==> src/rtl/csr_row_mac.sv <==
// CSR sparse row dot-product: pops length/value/column streams, emits one signed sum per row.
// Latency 2+3N cycles from length pop for N nonzeros; y_* hold and no FIFO is read while y_ready is low.
module csr_row_mac #(
  parameter int ACC_W    = 24,
  parameter int ROW_W    = 16,
  parameter int NUM_ROWS = 100
) (
  input  logic             clk,
  input  logic             rst,
  input  logic             len_empty,
  output logic             len_read,
  input  logic [7:0]       len_data,
  input  logic             val_empty,
  output logic             val_read,
  input  logic [7:0]       val_data,
  input  logic             col_empty,
  output logic             col_read,
  input  logic [7:0]       col_data,
  output logic [7:0]       x_addr,
  input  logic [7:0]       x_data,
  output logic             y_valid,
  input  logic             y_ready,
  output logic [ACC_W-1:0] y_data,
  output logic [ROW_W-1:0] y_row,
  output logic             rows_done
);

  typedef enum logic [2:0] {
    LEN_REQ,
    LEN_WAIT,
    ELEM_REQ,
    ELEM_WAIT,
    MAC,
    OUT,
    DONE
  } state_t;

  state_t             state;
  state_t             state_nxt;
  logic [7:0]         remaining;
  logic signed [7:0]  val_q;
  logic [ACC_W-1:0]   acc;
  logic signed [15:0] prod;
  logic [ACC_W-1:0]   prod_ext;
  logic               elem_avail;
  logic [ROW_W-1:0]   row_nxt;
  logic               last_row;

  assign prod       = val_q * $signed(x_data);
  assign prod_ext   = ACC_W'(prod);
  assign elem_avail = ~val_empty & ~col_empty;
  assign row_nxt    = y_row + ROW_W'(1);
  assign last_row   = (row_nxt == ROW_W'(NUM_ROWS));
  assign y_data     = acc;

  always_comb begin
    state_nxt = state;
    len_read  = 1'b0;
    val_read  = 1'b0;
    col_read  = 1'b0;
    y_valid   = 1'b0;
    case (state)
      LEN_REQ: begin
        len_read = ~len_empty & ~rst;
        if (~len_empty) state_nxt = LEN_WAIT;
      end
      LEN_WAIT:  state_nxt = (len_data == 8'd0) ? OUT : ELEM_REQ;
      ELEM_REQ: begin
        // value and column must leave their FIFOs in lockstep
        val_read = elem_avail & ~rst;
        col_read = elem_avail & ~rst;
        if (elem_avail) state_nxt = ELEM_WAIT;
      end
      ELEM_WAIT: state_nxt = MAC;
      MAC:       state_nxt = (remaining == 8'd1) ? OUT : ELEM_REQ;
      OUT: begin
        y_valid = 1'b1;
        if (y_ready) state_nxt = last_row ? DONE : LEN_REQ;
      end
      DONE:      state_nxt = DONE;
      default:   state_nxt = LEN_REQ;
    endcase
  end

  always_ff @(posedge clk or posedge rst) begin
    if (rst) begin
      state     <= LEN_REQ;
      remaining <= '0;
      val_q     <= '0;
      x_addr    <= '0;
      acc       <= '0;
      y_row     <= '0;
      rows_done <= 1'b0;
    end else begin
      state <= state_nxt;
      case (state)
        LEN_WAIT: begin
          remaining <= len_data;
          acc       <= '0;
        end
        ELEM_WAIT: begin
          val_q  <= $signed(val_data);
          x_addr <= col_data;
        end
        MAC: begin
          acc       <= acc + prod_ext;
          remaining <= remaining - 8'd1;
        end
        OUT: begin
          if (y_ready) begin
            y_row <= row_nxt;
            if (last_row) rows_done <= 1'b1;
          end
        end
        default: ;
      endcase
    end
  end

endmodule
==> config.mk <==
export PLATFORM = sky130hd
export DESIGN_NAME = csr_row_mac
export DESIGN_NICKNAME = d
export VERILOG_FILES = /design/src/rtl/csr_row_mac.sv
export SDC_FILE = /design/constraint.sdc
export NUM_CORES = 1
export LEC_CHECK = 0
export ABC_AREA = 1
export CORE_UTILIZATION = 30
export DETAILED_ROUTE_END_ITERATION = 8
export GPL_ROUTABILITY_DRIVEN = 0
export PLACE_DENSITY = 0.58
export SLEW_MARGIN = 20
export SYNTH_ARGS = -nofsm -noshare
export SYNTH_HDL_FRONTEND = slang
export SYNTH_SLANG_ARGS = --single-unit
==> constraint.sdc <==
create_clock -name clk -period 8.1 [get_ports clk]
set_input_delay 1.62 -clock clk [delete_from_list [all_inputs] [get_ports clk]]
set_output_delay 1.62 -clock clk [all_outputs]
set_load 0.02 [all_outputs]
# Word-level counts from Yosys, hierarchy flattened

Cells that the tools add are included.

Add/sub/neg operators: 3
Multiply operators: 1
Equality and inequality tests: 11
Muxes and demuxes: 12
Bitwise operators: 7
Reduce and logical (&&, ||, !) cells: 6

Operators by type and width:

| kind                                                                    | number |
|---|---|
| 24-bit one-hot mux with 2 select lines                                  | 1 |
| 24-bit adder                                                            | 1 |
| 3-bit one-hot mux with 7 select lines                                   | 1 |
| 3-bit 2-to-1 mux                                                        | 6 |
| 16-bit by 1-bit adder with 16-bit output (second input constant)        | 1 |
| 16-bit by 7-bit equality test with 1-bit output (second input constant) | 1 |
| 8-bit by 8-bit multiplier with 16-bit output                            | 1 |
| 8-bit one-hot mux with 2 select lines                                   | 1 |
| 3-bit equality test (second input constant)                             | 3 |
| 8-bit by 1-bit equality test with 1-bit output (second input constant)  | 1 |
| 8-bit zero test                                                         | 1 |
| 8-bit by 1-bit subtractor with 8-bit output (second input constant)     | 1 |
| 3-bit by 2-bit equality test with 1-bit output (second input constant)  | 2 |
| 2-bit inequality test (second input constant)                           | 3 |
| 3-bit AND reduction                                                     | 2 |
| 1-bit inverter                                                          | 4 |
| 1-bit bitwise AND                                                       | 3 |
| 3-bit by 1-bit equality test with 1-bit output (second input constant)  | 1 |
| 3-bit zero test                                                         | 1 |
| 1-bit 2-to-1 mux                                                        | 3 |
| 2-bit AND reduction                                                     | 1 |
| 2-bit nonzero test                                                      | 1 |

Register bits: 68
Word-level logic and storage cells: 47

# Longest topological paths before layout

Depth after elaboration: 5
Gate-level depth with buffers: 33
Mapped depth without buffers: 32

# Worst setup path after synthesis

Ideal clock, no wire load.

Path type: input-to-reg
From: in x_data[2]
To: reg acc[19], in the netlist y_data[19]
Arrival time: 6581 ps
Required time: 7977 ps
Path slack: 1396 ps
Stages on the path: 32
Buffers on the path: 1
Path through: clkbuf_1 nand2_1 inv_1 fa_1 inv_1 fa_1 inv_1 fa_1 inv_1 fa_1 inv_1 ha_1 nand2_1 nor3_1 nand2_1 o211ai_1 nand2_1 nand2_1 a21oi_1 xnor2_1 ha_1 nand2_1 nor2_1 inv_1 nor2_1 nor2_1 nand2_1 nand2_1 nand2_1 a21oi_1 o21ai_0 nand2_1

Word-level cells in the longest chain between the ends: 3

Ends and longest elaborated chain:

| item                                         | RTL line | source |
|---|---|---|
| from (decl)                                  | 20       | `input logic [7:0] x_data,` |
| 8-bit by 8-bit multiplier with 16-bit output | 49       | `assign prod = val_q * $signed(x_data);` |
| 24-bit adder                                 | 106      | `acc <= acc + prod_ext;` |
| 24-bit one-hot mux with 2 select lines       | 96       | `case (state)` |
| to (signal assigned)                         | 106      |  |
| to (decl)                                    | 42       | `logic [ACC_W-1:0] acc;` |

No other way between the ends.
A chain may end at the register's enable or synchronous reset.

# Worst setup path after layout

From: in x_data[2]
To: reg acc[21], in the netlist y_data[21]

Same word-level chain as after synthesis.

==> out/qor.log <==
[timing] final period demand of the worst path 7.49 ns
[die] area of the die 25,100 sq um
[synth] average size of a mapped cell 7.00 sq um
[routing] drt drc 0
[cells_and_area] commonest cells after routing, fill and taps aside 299 x sky130_fd_sc_hd__nand2_1, 213 x sky130_fd_sc_hd__inv_1, 90 x sky130_fd_sc_hd__clkdlybuf4s50_1
[global_route] number of antenna violations at the first check in global routing 0
[die] I/O pin cnt 91
[synth] total of flip-flops plus latches after synthesis 68
[synth] Warnings, synthesis 0
[timing] final critical-path share of the clock period 92.4%
[routing] Via Count 6,640
[cells_and_area] number of nets in the finished design 1,276
[synth] summed instance area of the synthesized netlist 7330 sq um
[cts] Root Buffer Master sky130_fd_sc_hd__clkbuf_16
[cts] Num CTS Buffers 9
[critical_path] category of the worst setup path launch point input pin
[cells_and_area] layout-stage area growth over the synthesis result 20.5%
[critical_path] crit path kind in -> reg
[timing] worst clock skew on the final layout 0.00798 ns
[die] number of placement rows 56
[worst_hold_path] worst min-delay path startpoint x_addr[7]$_DFFE_PP0P_
[routing] Via-to-Cell Ratio 4.58
[cts] htree depth 3
[timing] Tightest Pin Transition 0.928 ns
[timing] relative slew slack 38.1%
[cells_and_area] antenna diode count 0
[critical_path] Worst Path Max Fanout 8
[cts] source-to-sink clock delay at the later pin of the worst-skew pair 0.34 ns
[die] area of the core 23,800 sq um
[timing] final count of pins violating max slew 0
[synth] area share of the largest cell type after synthesis 23.2%
[synth] number of nets produced by synthesis 1,197
[placed_design] estimated wirelength of the detail-placed design 15,000 microns
[critical_path] Data arrival, critical path 7.77 ns
[synth] fraction of the yosys area taken by sequential cells 23.2%
[job] MaxCap Viol Count 0
[routing] aggregate routed wire length 18,900 microns
[cts] number of sinks on the clock net 68
[cts] post-CTS clock slew at the launch and capture registers of the worst setup and hold paths 0.06 ns
[die] height of the die 158 microns
[critical_path] crit path capture type register
[routing] DRT antenna net count 0
[global_route] first-pass GRT wire length 32,500 microns
[synth] Yosys top cell by area sky130_fd_sc_hd__dfrtp_1
[cells_and_area] share of final-layout standard cells stronger than drive strength 1 3.62%
[routing] DRC marker count from the first detailed-route iteration 367
[global_route] global-route usage over all layers 16.6%
[cts] count of instances resized after the clock tree is built 0
[cells_and_area] most common cell after layout, fill and taps aside sky130_fd_sc_hd__nand2_1
[placed_design] Port-buffer cells 90
[timing] final hold violation count 0
[routing] WL per Instance 13.1 microns
[timing] RSZ-0062 raised after global routing false
[synth] Synth cell types 40
[cts] clock tree from TritonCTS built
[worst_hold_path] kind of path behind the tightest hold check reg -> reg
[die] floorplan die width 158 microns
[timing] aggregate negative setup slack 0 ns
[synth] Synth area leaders sky130_fd_sc_hd__dfrtp_1 23%, sky130_fd_sc_hd__nand2_1 15%, sky130_fd_sc_hd__fa_1 15%
[global_route] pin count of the biggest net entering global routing 69
[cts] buffers from clock root to sink, at most 2
[run_status] result of the run finished, final reports clean
[critical_path] WP data required 8.38 ns
[critical_path] launch point of the worst reg-to-reg path val_q[7]$_DFFE_PP0P_
[critical_path] worst setup path startpoint x_data[2]
[global_route] sum of overflow across all layers after global routing 0
[cts] Hold Buf Count CTS 0
[timing] final setup violating endpoints 0
[die] effective utilization at floorplan 30.9%
[routing] drt pass-1 iters 5
[cts] number of setup buffers added after CTS 0
[synth] cell count after synthesis 1,048
[critical_path] Register-to-Register Setup Slack 2.02 ns
[timing] maximum operating frequency 0.134 GHz
[global_route] number of global-route vias before repair 6,743
[synthesized netlist by cell type, drive strengths merged]
| library cell | count |
|---|---|
| a211oi | 1 |
| a21boi | 2 |
| a21o | 2 |
| a21oi | 53 |
| a221o | 1 |
| a22o | 1 |
| a31o | 1 |
| a31oi | 3 |
| a32o | 1 |
| buf | 6 |
| clkbuf | 20 |
| dfrtp | 68 |
| fa | 56 |
| ha | 55 |
| inv | 220 |
| nand2 | 302 |
| nand3 | 49 |
| nand3b | 1 |
| nand4 | 9 |
| nor2 | 81 |
| nor3 | 10 |
| nor4 | 1 |
| o211ai | 2 |
| o21a | 2 |
| o21ai | 63 |
| o21bai | 4 |
| o221ai | 1 |
| o22ai | 1 |
| o31ai | 1 |
| or2 | 1 |
| xnor2 | 13 |
| xor2 | 17 |
[final cells by class]
cell class              instances  area [sq um]
inverters                     220           826
clock buffers                  10           239
fillers                      2532         14900
flip-flops and latches         68          1700
clock inverters                 6          40.0
repair buffers                 94           931
multi-input cells             734          4700
well taps                     319           399
[stage by stage]
| stage | util (%) | instances | area (sq um) | worst slack [ns] | hold slack, ns |
|---|---|---|---|---|---|
| final | 37.2 | 1451 | 8830 | 0.615 | 0.474 |
| after global routing | 37.2 | 1451 | 8830 | 0.0520 | 0.498 |
| after global placement | 36.0 | 1435 | 8550 | 0.453 | 0.456 |
| after CTS | 37.2 | 1451 | 8830 | 0.664 | 0.477 |
| after floorplan | - | 1048 | 7330 | 1.40 | 0.474 |
| after detailed placement | 36.0 | 1435 | 8550 | 0.325 | 0.453 |
[cells by family after synthesis]
family	Yosys count	share of synthesized area [%]
AOI/OAI and AO/OA	139	10.4
xor gates and xnor gates	30	3.58
adders and majority gates	111	24.7
buffers and inverters	246	12.7
DFF	68	23.2
and+or+nand+nor	454	25.4
[critical path, cell delays in order]
cell,delay (ns)
sky130_fd_sc_hd__clkdlybuf4s50_1,0.57
sky130_fd_sc_hd__nand2_1,0.20
sky130_fd_sc_hd__inv_1,0.10
sky130_fd_sc_hd__fa_1,0.62
sky130_fd_sc_hd__inv_1,0.17
sky130_fd_sc_hd__fa_1,0.55
sky130_fd_sc_hd__inv_1,0.05
sky130_fd_sc_hd__fa_1,0.53
sky130_fd_sc_hd__inv_1,0.06
sky130_fd_sc_hd__fa_1,0.53
sky130_fd_sc_hd__inv_1,0.05
sky130_fd_sc_hd__ha_1,0.35
sky130_fd_sc_hd__nand2_1,0.09
sky130_fd_sc_hd__nor2_1,0.13
sky130_fd_sc_hd__nand3_1,0.11
sky130_fd_sc_hd__inv_1,0.07
sky130_fd_sc_hd__nor2_1,0.05
sky130_fd_sc_hd__nand3_1,0.08
sky130_fd_sc_hd__nand2_1,0.25
sky130_fd_sc_hd__ha_1,0.48
sky130_fd_sc_hd__a21o_1,0.23
sky130_fd_sc_hd__a31oi_1,0.19
sky130_fd_sc_hd__a21boi_0,0.27
sky130_fd_sc_hd__nand3_1,0.13
sky130_fd_sc_hd__a21oi_1,0.14
sky130_fd_sc_hd__o21ai_0,0.10
sky130_fd_sc_hd__nand2_1,0.06
[routing by layer]
layer	GRT usage (%)	vias up	part of all wire, %
met3	3.08	19	5.0
met1	21.3	3104	46
met5	0	-	0
li1	-	3379	-
met2	28.1	138	48
met4	4.90	0	1.7
[registers in the layout (all words and copies together), names as in the netlist]
register	flops
remaining	8
rows_done	1
state	3
val_q	8
x_addr	8
y_data	24
y_row	16
[final timing paths]
path | end | cells past startpoint
worst min-delay path | x_addr[7]$_DFFE_PP0P_ | 2
min in group asynchronous | y_row[15]$_DFFE_PP0P_ | 3
max in group asynchronous | val_q[0]$_DFFE_PP0P_ | 3
worst min register to register | x_addr[7]$_DFFE_PP0P_ | 2
worst max register to register | y_data[21]$_DFFE_PP0P_ | 26
worst max-delay path | y_data[21]$_DFFE_PP0P_ | 27
Power is left out: the tool's default activity adds up to more than one toggle a clock period on the data nets, which glitch-free logic cannot reach.
